<file path="src/rtl/systolic_skew_feeder_pkg.sv">
// Shared types and constants for the systolic array input feeder.
package systolic_pkg;

  typedef enum logic [1:0] {
    IDLE,
    FEED,
    FLUSH,
    DONE
  } state_t;

  // Zero cycles needed after the last beat so its products reach the far
  // corner PE and settle through the accumulate pipeline.
  function automatic int flush_len(input int arr_height, input int arr_width, input int drain_extra);
    return arr_height + arr_width - 1 + drain_extra;
  endfunction

endpackage

</file>
<file path="src/rtl/systolic_skew_feeder_skew_delay_line.sv">
// Fixed-depth register chain used to skew one lane of operands in time.
module skew_delay_line #(
  parameter int WIDTH = 16,
  parameter int DEPTH = 1
) (
  input  logic             clk,
  input  logic             reset,
  input  logic [WIDTH-1:0] d,
  output logic [WIDTH-1:0] q
);

  logic [WIDTH-1:0] stage_reg [DEPTH];

  always_ff @(posedge clk) begin
    if (reset) begin
      for (int s = 0; s < DEPTH; s++) begin
        stage_reg[s] <= '0;
      end
    end else begin
      stage_reg[0] <= d;
      for (int s = 1; s < DEPTH; s++) begin
        stage_reg[s] <= stage_reg[s-1];
      end
    end
  end

  assign q = stage_reg[DEPTH-1];

endmodule

</file>
<file path="src/rtl/systolic_skew_feeder.sv">
// Input staging for the systolic array: diagonal operand skew, zero padding,
// reduction-step counting, pipeline flush and the array done pulse.
module systolic_skew_feeder
  import systolic_pkg::*;
#(
  parameter int WIDTH       = 16,
  parameter int ARR_HEIGHT  = 4,
  parameter int ARR_WIDTH   = 4,
  parameter int K_BITS      = 16,
  parameter int DRAIN_EXTRA = 2
) (
  input  logic                        clk,
  input  logic                        reset,
  input  logic                        start,
  input  logic [K_BITS-1:0]           k_len,
  input  logic                        in_valid,
  output logic                        in_ready,
  input  logic [ARR_HEIGHT*WIDTH-1:0] in_a,
  input  logic [ARR_WIDTH*WIDTH-1:0]  in_b,
  output logic [ARR_HEIGHT*WIDTH-1:0] out_a,
  output logic [ARR_WIDTH*WIDTH-1:0]  out_b,
  output logic                        out_done_flag,
  output logic                        busy
);

  localparam int                FLUSH_LEN  = flush_len(ARR_HEIGHT, ARR_WIDTH, DRAIN_EXTRA);
  localparam logic [K_BITS-1:0] FLUSH_LAST = K_BITS'(FLUSH_LEN - 1);

  state_t            state_reg, state_next;
  logic [K_BITS-1:0] kcnt_reg, kcnt_next;
  logic [K_BITS-1:0] fcnt_reg, fcnt_next;
  logic [K_BITS-1:0] klen_reg, klen_next;
  logic              accept;

  // Only FEED takes beats; every other cycle (and every bubble) pushes zeros.
  assign accept = in_valid && (state_reg == FEED);

  always_ff @(posedge clk) begin
    if (reset) begin
      state_reg <= IDLE;
      kcnt_reg  <= '0;
      fcnt_reg  <= '0;
      klen_reg  <= '0;
    end else begin
      state_reg <= state_next;
      kcnt_reg  <= kcnt_next;
      fcnt_reg  <= fcnt_next;
      klen_reg  <= klen_next;
    end
  end

  always_comb begin
    state_next    = state_reg;
    kcnt_next     = kcnt_reg;
    fcnt_next     = fcnt_reg;
    klen_next     = klen_reg;
    in_ready      = 1'b0;
    busy          = 1'b1;
    out_done_flag = 1'b0;
    case (state_reg)
      IDLE: begin
        busy = 1'b0;
        if (start && (k_len != '0)) begin
          state_next = FEED;
          kcnt_next  = '0;
          klen_next  = k_len;
        end
      end
      FEED: begin
        in_ready = 1'b1;
        if (in_valid) begin
          kcnt_next = kcnt_reg + K_BITS'(1);
          if (kcnt_reg == klen_reg - K_BITS'(1)) begin
            state_next = FLUSH;
            fcnt_next  = '0;
          end
        end
      end
      FLUSH: begin
        if (fcnt_reg == FLUSH_LAST) begin
          state_next = DONE;
        end else begin
          fcnt_next = fcnt_reg + K_BITS'(1);
        end
      end
      DONE: begin
        out_done_flag = 1'b1;
        state_next    = IDLE;
      end
      default: state_next = IDLE;
    endcase
  end

  // Lane i of A and lane j of B get i+1 / j+1 register stages.
  genvar gi;
  generate
    for (gi = 0; gi < ARR_HEIGHT; gi++) begin : g_a_lane
      skew_delay_line #(
        .WIDTH (WIDTH),
        .DEPTH (gi + 1)
      ) u_skew_a (
        .clk   (clk),
        .reset (reset),
        .d     (accept ? in_a[gi*WIDTH +: WIDTH] : {WIDTH{1'b0}}),
        .q     (out_a[gi*WIDTH +: WIDTH])
      );
    end
    for (gi = 0; gi < ARR_WIDTH; gi++) begin : g_b_lane
      skew_delay_line #(
        .WIDTH (WIDTH),
        .DEPTH (gi + 1)
      ) u_skew_b (
        .clk   (clk),
        .reset (reset),
        .d     (accept ? in_b[gi*WIDTH +: WIDTH] : {WIDTH{1'b0}}),
        .q     (out_b[gi*WIDTH +: WIDTH])
      );
    end
  endgenerate

endmodule

</file>
<file path="config.mk">
export PLATFORM = sky130hd
export DESIGN_NAME = systolic_skew_feeder
export DESIGN_NICKNAME = d
export VERILOG_FILES = /design/src/rtl/systolic_skew_feeder_pkg.sv /design/src/rtl/systolic_skew_feeder_skew_delay_line.sv /design/src/rtl/systolic_skew_feeder.sv
export SDC_FILE = /design/constraint.sdc
export NUM_CORES = 1
export LEC_CHECK = 0
export ABC_AREA = 1
export BUFFER_PORTS_ARGS = -buffer_cell sky130_fd_sc_hd__buf_2
export CAP_MARGIN = 15
export CORE_MARGIN = 4
export CORE_UTILIZATION = 48
export DETAILED_ROUTE_END_ITERATION = 7
export PLACE_DENSITY = 0.71
export SYNTH_ARGS = -nofsm -noshare
export SYNTH_HDL_FRONTEND = slang
export SYNTH_SLANG_ARGS = --single-unit
</file>
<file path="constraint.sdc">
create_clock -name clk -period 2.55 [get_ports clk]
set_input_delay 0.1275 -clock clk [delete_from_list [all_inputs] [get_ports clk]]
set_output_delay 0.1275 -clock clk [all_outputs]
set_load 0.01 [all_outputs]
</file>
==> run_results.csv, run 1 <==
group,metric,value,unit
run_status,outcome,"completed",
routing,wl,31000,um
sta,drv_slew,0,
floorplan,initial_utilization,48.7,%
yosys,ys_types,35,
final_layout,area_delta_synth_final,28.7,%
placement,finalWeightedCongestion,0.872,
setup_path,cp.arrival,2.58,ns
yosys,syn_inst,1622,
sta,hold_ws,0.0250,ns
clock_network,cts.root.buffer_cell,"clkbuf_16",
placement,hpwl,18200,um
global_route,antenna_found_initial,0,
hold_path,hp-class,"in -> reg",
sta,fin_crit_sh,87.2,%
final_layout,drive_gt1_share,20.0,%
setup_path,path_class,"reg -> reg",
clock_network,cts_tree,"yes",
yosys,syn-cell-area,13100,sq um
setup_path,ff2ff_setup_slack,0.33,ns
routing,drtAntennaViolNets,0,
clock_network,postCtsResizedCells,0,
floorplan,coreArea,27000,sq um
sta,worstMarginPinSlew,0.875,ns
sta,setup_ws,0.326,ns
yosys,async_flop_share,0,%
floorplan,die_width,173,um
sta,rsz0062_at_grt,"no",
yosys,synth_top_flop_cell,"dfxtp_1",
routing,wl_per_cell,13.4,um
sta,setup_violations,0,
yosys,yosys_warnings,0,
sta,fin_worst_skew,0.0163,ns
pwr,p_leak,7.99,nW
global_route,grt_overflow,0,
pwr,cellPowerDensity,850,nW/um^2
yosys,synth_area_per_cell,8.10,sq um
global_route,grt_pass1_wl,51700,um
setup_path,crit_required,2.90,ns
global_route,grt_usage,20.5,%
final_layout,utilization,62.7,%
placement,port_buffers,278,
yosys,synth_top_area_cell,"dfxtp_1",
clock_network,clock_sinks,370,
placement,dp_cells,2102,
flow_run,drv_cap,0,
clock_network,htree_levels,2,
yosys,synthTopCellsByArea,"dfxtp_1 56%, nor2_1 11%, inv_1 11%",
pwr,total_power,14.4,mW
yosys,synth_common_cells,"375 x nor2_1, 374 x inv_1, 370 x dfxtp_1",
yosys,synth_most_common_cell,"nor2_1",
placement,placed_area,14100,sq um
clock_network,numCtsBuffers,38,
final_layout,fin_area,16900,sq um
floorplan,dieArea,30100,sq um
routing,drtIter0Drc,567,
clock_network,clk_path_buf_depth,3,
sta,hold_viol,0,
pwr,vdd_drop_max,0.000560,V
routing,vias,10300,
floorplan,chipHeight,173,um
yosys,synth-seq-cells,370,
final_layout,nets,2105,
placement,post-place-ws,0.290,ns
routing,dr.pass1.iters,5,
floorplan,io_pins,279,
yosys,synth_top_area_share,56.4,%
routing,vias_per_cell,4.42,
clock_network,path_clk_slew,0.06,ns
setup_path,crit_path_max_fanout,22,
sta,min_period,2.22,ns
global_route,grt_pass1_vias,10700,
sta,slew_headroom,41.7,%
routing,route.detailed.drc,0,
yosys,syn_nets,1778,
clock_network,clk_latency,0.52,ns
sta,max_freq,450,MHz
setup_path,critPathCaptureType,"register",
final_layout,n_antenna_cell,0,
clock_network,cts_setup_buffers,0,
yosys,synth-seq-area-share,56.4,%
final_layout,fin_cells,2319,
yosys,synth_edf_count,0,
sta,tns,0,ns
setup_path,startpoint_type,"register",
floorplan,fp-row-count,60,
global_route,grt_max_degree,140,
[final cells by class]
type                            instances  area [sq um]
Multi-Input combinational cell        726          3370
Clock buffer                           54          1140
Timing Repair Buffer                  437          2990
Inverter                              376          1410
Sequential cell                       370          7410
Fill cell                            2074         10100
Clock inverter                         15           154
Tap cell                              341           427
[path summary, 6_finish.rpt]
kind / start / endpoint / cells after the start
setup / recovery: klen_reg[0] / fcnt_reg[4] / 13
hold / removal: in_valid / g_a_lane[1].u_skew_a.stage_reg[0][4] / 3
setup reg to reg: klen_reg[0] / fcnt_reg[4] / 13
hold reg to reg: g_a_lane[3].u_skew_a.stage_reg[0][25] / g_a_lane[3].u_skew_a.stage_reg[0][41] / 2
[layer usage]
| layer | vias up | GRT usage, % | wire [um] |
|---|---|---|---|
| li1 | 5243 | - | - |
| met1 | 4589 | 23.6 | 12500 |
| met2 | 350 | 35.7 | 14900 |
| met3 | 79 | 5.82 | 2410 |
| met4 | 0 | 8.58 | 1190 |
| met5 | - | 0 | 0 |
[placed cells by master, fill, tap and decap left out, types with 26 or more instances in the layout]
cell,count
nand3_1,48
dfxtp_1,370
a21oi_1,37
inv_1,374
clkbuf_16,39
nor2_1,375
dlygate4sd3_1,148
nand2_1,119
xor2_1,26
buf_2,277
[cells by family (layout without fill, tap and decap cells)]
kind of cell             count (synthesis)  count (layout)  share of synthesized area [%]
flip-flops                             370             370                           56.4
AND/OR/NAND/NOR                        609             609                           19.3
AO/OA/AOI/OAI                           77              77                           3.35
XOR/XNOR                                32              32                           2.13
adder cells (fa/ha/maj)                  8               8                          0.762
buffers and inverters                  526             882                           18.0
[power breakdown]
| part | internal [mW] | switching (mW) | leakage (nW) |
|---|---|---|---|
| combinational | 0.894 | 1.54 | 4.35 |
| clock | 3.35 | 2.24 | 0.647 |
| sequential | 6.14 | 0.200 | 2.99 |
| total | 10.4 | 3.98 | 7.99 |
[worst max-delay path, stage by stage, from the launching register on]
cell and delay (ns):
dfxtp_1 0.37, inv_2 0.07, ha_1 0.30, xnor2_1 0.12
nor2_1 0.10, nand2_1 0.07, nor2_1 0.13, nand2_1 0.07
nor3_2 0.13, nand2_2 0.11, nand2_4 0.21, nand2_4 0.21
nand2_1 0.10, a21oi_1 0.06
[repair_timing]
action	in CTS	in global routing
hold buffers	148	0
endpoints found under the setup margin	0	0
endpoints found under the hold margin	152	0
No activity file was read; power rests on OpenSTA's default activity.
==> run 2: changes to the inputs <==
CTS_BUF_LIST = sky130_fd_sc_hd__clkbuf_8   (was default)
==> run 2 against run 1 <==
Compared with the run above: clock skew up 0.0097 ns; cell count up 1.8%; design area down 0.19%; clock power down 9.3%; flip-flop and latch count unchanged; count of clock-buffer cells in the layout up 23; first-iteration DRC count down 1.9%; sequential power about the same; global-route usage up 0.30 points; critical path depth unchanged; largest cell class unchanged; highest routed layer unchanged.
==> run_results.csv, run 2 (same netlist as run 1, synthesis figures left out) <==
group,metric,value,unit
global_route,grt_usage,20.8,%
sta,min_period,2.23,ns
clock_network,cts_hold_buf,151,
placement,port_buffers,278,
sta,setup_violations,0,
placement,hpwl,18200,um
final_layout,fin_area,16900,sq um
floorplan,chipHeight,173,um
sta,tns,0,ns
clock_network,cts_tree,"yes",
sta,rsz0062_at_grt,"no",
floorplan,initial_utilization,48.7,%
setup_path,cpMostUsedCell,"nand2_1",
routing,drtAntennaViolNets,0,
final_layout,fin_cells,2361,
setup_path,crit_required,2.96,ns
setup_path,cp_num_buf_inv,1,
clock_network,clk_latency,0.59,ns
placement,dp_cells,2102,
sta,setup_ws,0.317,ns
global_route,antenna_found_initial,1,
placement,placed_area,14100,sq um
setup_path,cp_top_family,"simple AND/OR/NAND/NOR gates",
global_route,grt_max_degree,140,
setup_path,critPathCaptureType,"register",
routing,vias,10400,
placement,finalWeightedCongestion,0.872,
final_layout,multiInputGateArea,3370,sq um
routing,wl,31600,um
sta,fin_worst_skew,0.0259,ns
clock_network,postCtsResizedCells,0,
sta,max_freq,448,MHz
clock_network,clock_sinks,370,
final_layout,area_delta_synth_final,28.4,%
global_route,grt_pass1_vias,10900,
setup_path,max_stage_delay,0.37,ns
sta,fin_crit_sh,87.6,%
flow_run,drv_cap,0,
final_layout,nets,2128,
global_route,grt_pass1_wl,52300,um
floorplan,dieArea,30100,sq um
clock_network,numCtsBuffers,58,
setup_path,crit_path_max_fanout,22,
setup_path,path_class,"reg -> reg",
setup_path,path_cells,"inv_2 -> ha_1 -> xnor2_1 -> nor2_1 -> nand2_1 -> nor2_1 -> nand2_1 -> nor3_2 -> nand2_2 -> nand2_4 -> nand2_4 -> nand2_1 -> a21oi_1",
routing,vias_per_cell,4.42,
final_layout,drive_gt1_share,20.9,%
pwr,p_leak,8.07,nW
sta,drv_slew,0,
final_layout,layout_common_cells,"391 x inv_1, 375 x nor2_1, 370 x dfxtp_1",
placement,post-place-ws,0.290,ns
clock_network,cts.root.buffer_cell,"clkbuf_8",
final_layout,fill_cells,2100,
sta,slew_headroom,41.6,%
clock_network,path_clk_slew,0.06,ns
routing,drtIter0Drc,556,
run_status,outcome,"completed",
final_layout,layout.area.seq,7410,sq um
pwr,total_power,13.9,mW
setup_path,slowest_stage,"dfxtp_1",
setup_path,cp.arrival,2.64,ns
clock_network,cts_setup_buffers,0,
final_layout,final_common_cell,"inv_1",
pwr,cellPowerDensity,822,nW/um^2
routing,route.detailed.drc,0,
sta,worstMarginPinSlew,0.875,ns
global_route,grt_overflow,0,
floorplan,io_pins,279,
floorplan,fp-row-count,60,
hold_path,hp-class,"in -> reg",
sta,hold_viol,0,
pwr,vdd_drop_max,0.000476,V
setup_path,startpoint_type,"register",
clock_network,clk_path_buf_depth,3,
floorplan,coreArea,27000,sq um
floorplan,die_width,173,um
routing,dr.pass1.iters,5,
clock_network,htree_levels,2,
routing,wl_per_cell,13.4,um
[run 2: changes by cell type in the layout (fill, tap and decap cells not counted)]
cell	before	now
clkbuf_8	11	77
clkinv_2	8	9
clkbuf_16	39	0
diode_2	0	1
inv_16	1	0
inv_12	0	1
inv_6	2	1
clkbuf_1	4	0
bufinv_16	2	1
inv_1	374	391
dlygate4sd3_1	148	151
clkinv_4	1	0
[run 2: worst paths after layout]
kind | startpoint | end | slack, ns | cells after the start
setup / recovery | klen_reg[0] | fcnt_reg[2] | 0.32 | 13
hold / removal | start | klen_reg[13] | 0.15 | 4
setup reg to reg | klen_reg[0] | fcnt_reg[2] | 0.32 | 13
hold reg to reg | g_a_lane[3].u_skew_a.stage_reg[0][15] | g_a_lane[3].u_skew_a.stage_reg[0][31] | 0.39 | 2
[run 2: per-layer routing]
layer	up-vias	share of wire (%)	global-route usage (%)	wire, um
li1	5302	-	-	-
met1	4684	40	23.7	12700
met2	359	49	36.3	15400
met3	87	7.6	6.28	2410
met4	0	3.5	8.78	1090
met5	-	0	0	0
[run 2: layout make-up]
cell class / instances / share of cell area (%)
clock inverters: 30 / 1.02
well taps: 341 / 2.53
diodes: 1 / 0.0148
repair buffers: 440 / 17.9
inverters: 376 / 8.37
flip-flops and latches: 370 / 43.9
multi-input cells: 726 / 20.0
clock buffers: 77 / 6.29
[run 2: power breakdown]
| part | switching (mW) | internal [mW] | leakage [nW] |
|---|---|---|---|
| clock network | 2.26 | 2.81 | 0.705 |
| registers | 0.201 | 6.14 | 2.99 |
| logic | 1.55 | 0.899 | 4.37 |
| total | 4.01 | 9.85 | 8.07 |
[run 2: worst min-delay path: cells and delay by family]
| kind | cells | cell delay [ns] |
|---|---|---|
| buf+inv | 2 | 0.31 |
| simple gates | 1 | 0.07 |
| compound gates | 1 | 0.16 |
[run 2: per-stage QoR]
stage               hold WS (ns)  utilization (%)
detailed placement         0.345             52.4
CTS                       0.0822             62.6
global placement           0.340             52.4
global route               0.141             62.6
finish                     0.148             62.6
floorplan                  0.240                -
